--- src/rtl/wishbone_gpio_slave_if.sv ---
// Wishbone classic-cycle bus bundle between a CPU master and the GPIO slave.
interface wishbone_gpio_slave_if;
   logic [31:0] wishbone_addr_i;
   logic [31:0] wishbone_data_i;
   logic [3:0]  wishbone_sel_i;
   logic        wishbone_we_i;
   logic        wishbone_stb_i;
   logic        wishbone_cyc_i;
   logic [31:0] wishbone_data_o;
   logic        wishbone_ack_o;

   modport slave (
      input  wishbone_addr_i, wishbone_data_i, wishbone_sel_i,
             wishbone_we_i, wishbone_stb_i, wishbone_cyc_i,
      output wishbone_data_o, wishbone_ack_o
   );

   modport master (
      output wishbone_addr_i, wishbone_data_i, wishbone_sel_i,
             wishbone_we_i, wishbone_stb_i, wishbone_cyc_i,
      input  wishbone_data_o, wishbone_ack_o
   );
endinterface

--- src/rtl/wishbone_gpio_slave.sv ---
// Wishbone GPIO slave: OUT/DIR/IN/IRQ_STAT/IRQ_EN registers, one wait state per access,
// synchronized inputs with rising-edge interrupt capture on input-direction pins.
module wishbone_gpio_slave #(
   parameter int GPIO_WIDTH = 32
) (
   input  logic                  clk,
   input  logic                  rst,
   wishbone_gpio_slave_if.slave  bus,
   input  logic [GPIO_WIDTH-1:0] gpio_i,
   output logic [GPIO_WIDTH-1:0] gpio_o,
   output logic [GPIO_WIDTH-1:0] gpio_oe_o,
   output logic                  irq_o
);

   localparam logic [0:0] ST_IDLE = 1'b0;
   localparam logic [0:0] ST_ACK  = 1'b1;

   localparam logic [2:0] A_OUT  = 3'd0;
   localparam logic [2:0] A_DIR  = 3'd1;
   localparam logic [2:0] A_IN   = 3'd2;
   localparam logic [2:0] A_STAT = 3'd3;
   localparam logic [2:0] A_EN   = 3'd4;

   function automatic logic [31:0] lane_mask(input logic [3:0] sel);
      return {{8{sel[3]}}, {8{sel[2]}}, {8{sel[1]}}, {8{sel[0]}}};
   endfunction

   logic [0:0]            state;
   logic [GPIO_WIDTH-1:0] out_q, dir_q, stat_q, en_q;
   logic [GPIO_WIDTH-1:0] sync_p0, sync_p1, sync_p2;
   logic [GPIO_WIDTH-1:0] wmask, wdat, rise, clr;
   logic [31:0]           lane_m, rdata;
   logic [2:0]            reg_sel;
   logic                  access, wr;
   logic                  unused_addr;

   assign unused_addr = ^{bus.wishbone_addr_i[31:5], bus.wishbone_addr_i[1:0]};

   // Requests are only taken in IDLE, so a strobe held through the ack cycle is not re-accepted.
   assign access  = (state == ST_IDLE) & bus.wishbone_cyc_i & bus.wishbone_stb_i;
   assign wr      = access & bus.wishbone_we_i;
   assign reg_sel = bus.wishbone_addr_i[4:2];
   assign lane_m  = lane_mask(bus.wishbone_sel_i);
   assign wmask   = lane_m[GPIO_WIDTH-1:0];
   assign wdat    = bus.wishbone_data_i[GPIO_WIDTH-1:0];

   assign rise = sync_p1 & ~sync_p2 & ~dir_q;
   assign clr  = (wr && reg_sel == A_STAT) ? (wdat & wmask) : '0;

   assign gpio_o    = out_q;
   assign gpio_oe_o = dir_q;

   always_comb begin
      rdata = '0;
      case (reg_sel)
         A_OUT:   rdata[GPIO_WIDTH-1:0] = out_q;
         A_DIR:   rdata[GPIO_WIDTH-1:0] = dir_q;
         A_IN:    rdata[GPIO_WIDTH-1:0] = sync_p1;
         A_STAT:  rdata[GPIO_WIDTH-1:0] = stat_q;
         A_EN:    rdata[GPIO_WIDTH-1:0] = en_q;
         default: rdata = '0;
      endcase
   end

   // Bus handshake stage: ack and read data are registered on the accepting edge.
   always_ff @(posedge clk or negedge rst) begin
      if (!rst) begin
         state               <= ST_IDLE;
         bus.wishbone_ack_o  <= 1'b0;
         bus.wishbone_data_o <= '0;
      end else if (state == ST_IDLE) begin
         if (access) begin
            state               <= ST_ACK;
            bus.wishbone_ack_o  <= 1'b1;
            bus.wishbone_data_o <= bus.wishbone_we_i ? 32'd0 : rdata;
         end
      end else begin
         state               <= ST_IDLE;
         bus.wishbone_ack_o  <= 1'b0;
         bus.wishbone_data_o <= '0;
      end
   end

   // Register file and input synchronizer; an edge set outranks a same-cycle W1C.
   always_ff @(posedge clk or negedge rst) begin
      if (!rst) begin
         out_q   <= '0;
         dir_q   <= '0;
         stat_q  <= '0;
         en_q    <= '0;
         sync_p0 <= '0;
         sync_p1 <= '0;
         sync_p2 <= '0;
         irq_o   <= 1'b0;
      end else begin
         sync_p0 <= gpio_i;
         sync_p1 <= sync_p0;
         sync_p2 <= sync_p1;
         if (wr && reg_sel == A_OUT) out_q <= (out_q & ~wmask) | (wdat & wmask);
         if (wr && reg_sel == A_DIR) dir_q <= (dir_q & ~wmask) | (wdat & wmask);
         if (wr && reg_sel == A_EN)  en_q  <= (en_q  & ~wmask) | (wdat & wmask);
         stat_q <= (stat_q & ~clr) | rise;
         irq_o  <= |(stat_q & en_q);
      end
   end

endmodule

--- src/flat_wrapper.sv ---
// flat-port wrapper written by rule: the top's interface ports become plain ports
module wishbone_gpio_slave_flat 
#(
   parameter int GPIO_WIDTH = 32
)
  (clk, rst, gpio_i, gpio_o, gpio_oe_o, irq_o, bus_wishbone_addr_i, bus_wishbone_data_i, bus_wishbone_sel_i, bus_wishbone_we_i, bus_wishbone_stb_i, bus_wishbone_cyc_i, bus_wishbone_data_o, bus_wishbone_ack_o);
  wishbone_gpio_slave_if bus_i ();
  input  logic clk;
  input  logic rst;
  input  logic [GPIO_WIDTH-1:0] gpio_i;
  output logic [GPIO_WIDTH-1:0] gpio_o;
  output logic [GPIO_WIDTH-1:0] gpio_oe_o;
  output logic irq_o;
  input wire logic [$bits(bus_i.wishbone_addr_i)-1:0] bus_wishbone_addr_i;
  input wire logic [$bits(bus_i.wishbone_data_i)-1:0] bus_wishbone_data_i;
  input wire logic [$bits(bus_i.wishbone_sel_i)-1:0] bus_wishbone_sel_i;
  input wire logic [$bits(bus_i.wishbone_we_i)-1:0] bus_wishbone_we_i;
  input wire logic [$bits(bus_i.wishbone_stb_i)-1:0] bus_wishbone_stb_i;
  input wire logic [$bits(bus_i.wishbone_cyc_i)-1:0] bus_wishbone_cyc_i;
  output wire logic [$bits(bus_i.wishbone_data_o)-1:0] bus_wishbone_data_o;
  output wire logic [$bits(bus_i.wishbone_ack_o)-1:0] bus_wishbone_ack_o;
  assign bus_i.wishbone_addr_i = bus_wishbone_addr_i;
  assign bus_i.wishbone_data_i = bus_wishbone_data_i;
  assign bus_i.wishbone_sel_i = bus_wishbone_sel_i;
  assign bus_i.wishbone_we_i = bus_wishbone_we_i;
  assign bus_i.wishbone_stb_i = bus_wishbone_stb_i;
  assign bus_i.wishbone_cyc_i = bus_wishbone_cyc_i;
  assign bus_wishbone_data_o = bus_i.wishbone_data_o;
  assign bus_wishbone_ack_o = bus_i.wishbone_ack_o;
  wishbone_gpio_slave #(.GPIO_WIDTH(GPIO_WIDTH)) u_core (.clk(clk), .rst(rst), .bus(bus_i), .gpio_i(gpio_i), .gpio_o(gpio_o), .gpio_oe_o(gpio_oe_o), .irq_o(irq_o));
endmodule
--- config.mk ---
export PLATFORM = sky130hd
export DESIGN_NAME = wishbone_gpio_slave_flat
export DESIGN_NICKNAME = d
export VERILOG_FILES = /design/src/rtl/wishbone_gpio_slave_if.sv /design/src/rtl/wishbone_gpio_slave.sv /design/src/flat_wrapper.sv
export SDC_FILE = /design/constraint.sdc
export NUM_CORES = 1
export LEC_CHECK = 0
export ABC_CLOCK_PERIOD_IN_PS = 1800
export BUFFER_PORTS_ARGS = -buffer_cell sky130_fd_sc_hd__buf_2
export CAP_MARGIN = 5
export CORE_ASPECT_RATIO = 1.25
export CORE_UTILIZATION = 30
export CTS_BUF_LIST = sky130_fd_sc_hd__clkbuf_4
export CTS_CLUSTER_DIAMETER = 200
export DETAILED_ROUTE_END_ITERATION = 10
export PLACE_DENSITY = 0.44
export REMOVE_ABC_BUFFERS = 1
export SYNTH_ARGS = -nofsm -noshare
export SYNTH_HDL_FRONTEND = slang
export SYNTH_SLANG_ARGS = --single-unit
--- constraint.sdc ---
create_clock -name clk -period 1.8 [get_ports clk]
set_input_delay 0.27 -clock clk [delete_from_list [all_inputs] [get_ports clk]]
set_output_delay 0.27 -clock clk [all_outputs]
set_load 0.05 [all_outputs]
==> results.cfg <==
[worst_hold_path]
min_path_cells = 3
hold_path_class = in2reg
hold_path_end = u_core.stat_q[9]$_DFF_PN0_
worstHoldStart = bus_wishbone_sel_i[1]

[clock_network]
cts_resized = 0
cts_tree = built
htree_levels = 3
cts_buffer_depth = 3
post_cts_buffers = 0
ctsHoldBuffers = 69
clk_latency_ns = 0.68
cts.sinks = 259
clock-root-buffer = clkbuf_4
clkTransAtPathRegs_ns = 0.07
tritoncts.num_buffers = 73

[synthesis]
avgSynthCellArea_um2 = 14.1
yosysSeqAreaShare = 0.595
synth-main-ff-cell = dfrtp_1
synth_warnings = 0
async_reset_ff_frac = 1.00
synth_edf_count = 0
syn_inst = 773
synth.distinct_cells = 30
synth_seq_cells = 259
syn-cell-area_um2 = 10900

[grt]
globalRouteMet1Util = 0.244
grt-busiest-layer = met2
grt_max_degree = 66
grt_antenna_before_repair = 2
grt_pass1_vias = 8227
grt_pass1_wl_um = 50500
grt_use_met2 = 0.302
met3_usage = 0.0385
grt_usage = 0.184
overflow = 0

[routing]
wl_per_cell_um = 20.5
drt-initial-drc-count = 415
drt-pass1-iter-count = 4
num_vias = 7817
ant_nets = 0
drc = 0
finalWirelength_um = 33000
viasPerCell = 4.86

[sta]
rsz0062_at_grt = no
slew_headroom = 0.392
tightest_slew_ns = 0.909
fmax_mhz = 589
setup_viol_count_final = 0
finalMaxSlewViolations = 0
holdWs_ns = 0.0808
hold_violations = 0
skew_ns = 0.0350
layout_setup_ws_ns = 0.101
min_period_ns = 1.70
finalCritPeriodShare = 0.944

[pwr]
ir_worst_vdd_mv = 0.385
p_per_area_nw_per_um2 = 999
leakage_nw = 6.31

[cells_and_area]
n_fill_cell = 3488
finish.utilization = 0.401
multi_input_area_um2 = 4200
syn_to_final_growth_pct = 31.0
fin_nets = 1188
post-route-cell-area_um2 = 14300
layout.cells.most_common = dfrtp_1
most-common-layout-cells = dfrtp_1, buf_2, mux2_2, clkbuf_4, dlygate4sd3_1
final_cells = 1609
seq_area_um2 = 6480
drive_gt1_frac = 0.428

[floorplanning]
core_um2 = 35600
start_util = 0.306
dieHeight_um = 215
pin_count = 203
rows = 77
dieArea_um2 = 37100
die_w_um = 172

[placed_design]
pre_cts_ws_ns = -0.0610
dp_hpwl_um = 22200
dpl_cell_area_um2 = 12600
port_buffers = 173
gp_congestion = 0.737
dp_cells = 1413

[setup_path]
cp_slowest_cell = dfrtp_1
ff2ff_setup_slack_ns = 0.10
worstPathMaxFanout = 16
worst-setup-path-type = reg2reg
critPathBufInv = 1
start_kind = register
r2r_cells = 4
critical_path.max_stage_delay_ns = 0.41
worstPathArrival_ns = 2.23
critPathCaptureType = register
required_ns = 2.33
rr_startpoint = u_core.state$_DFF_PN0_
critPathTopFamily = simple AND/OR/NAND/NOR gates
crit_chain = and4b_1 -> buf_12 -> nand4b_4 -> mux2_2

[status]
outcome = finished, final reports clean

[job]
drv_cap = 0
final cells by class:
class / instances / area share
sequential: 259 / 0.454
multi-input combinational: 464 / 0.294
timing repair buffer: 285 / 0.145
clock buffer: 112 / 0.0589
tap: 474 / 0.0416
clock inverter: 14 / 0.00561
antenna: 1 / 0.000175
cells in the mapped netlist (2+ instances only):
| master | instances | share of area |
|---|---|---|
| mux2_2 | 126 | 0.13 |
| clkbuf_1 | 30 | 0.010 |
| buf_6 | 2 | 0.0021 |
| nand4_1 | 4 | 0.0023 |
| a211o_1 | 32 | 0.026 |
| and4bb_2 | 7 | 0.0080 |
| nand3_4 | 8 | 0.013 |
| a22oi_1 | 48 | 0.033 |
| buf_2 | 12 | 0.0055 |
| o211ai_1 | 64 | 0.044 |
| nor4b_1 | 32 | 0.026 |
| nand4b_2 | 3 | 0.0041 |
| nor2b_1 | 33 | 0.019 |
| nand2_1 | 33 | 0.011 |
| nor3b_1 | 33 | 0.023 |
| nand4_4 | 4 | 0.0078 |
| nor4bb_1 | 26 | 0.024 |
| dfrtp_1 | 259 | 0.60 |
| buf_4 | 4 | 0.0028 |
| mux2_1 | 2 | 0.0021 |
| a21oi_1 | 2 | 0.00092 |
metal layers:
metal | wire length (um) | vias up
met5 | 0 | -
met2 | 16400 | 191
met4 | 467 | 0
met1 | 14700 | 3953
li1 | - | 3635
met3 | 1360 | 38
stage by stage:
stage                     TNS [ns]  total power (W)
after floorplan            -230.22          0.00786
after global placement      -0.867          0.00887
after detailed placement     -1.33          0.00888
after CTS                        0           0.0146
after global routing             0           0.0151
final                            0           0.0143
worst min-delay path: cells and delay by family:
| kind | cells | cell delay (ns) |
|---|---|---|
| AO/OA/AOI/OAI | 1 | 0.14 |
| buffers and inverters | 1 | 0.16 |
| AND/OR/NAND/NOR | 1 | 0.15 |
worst max path at each step:
stage / depth (start not counted) / start / to
final: 4 / u_core.state$_DFF_PN0_ / register
after global placement: 5 / bus_wishbone_addr_i[2] / register
after floorplan: 3 / u_core.state$_DFF_PN0_ / u_core.bus.wishbone_data_o[0]$_DFFE_PN0P_
after detailed placement: 5 / bus_wishbone_addr_i[2] / register
after CTS: 1 / register / gpio_oe_o[6]
after global routing: 4 / u_core.state$_DFF_PN0_ / register
kinds of logic (layout without fill, tap and decap cells):
logic type | count (synthesis) | count (layout) | share of synthesized area
muxes | 128 | 128 | 0.132
and+or+nand+nor | 189 | 189 | 0.144
DFF | 259 | 259 | 0.595
buffers and inverters | 50 | 411 | 0.0239
other | 0 | 1 | 0
AOI/OAI and AO/OA | 147 | 147 | 0.104
where the power goes:
group,switching (W),internal (W)
sequential,0.000332,0.00622
clock,0.00244,0.00295
combinational,0.00147,0.000835
total,0.00424,0.0100
(Power assumes the default switching activity.)
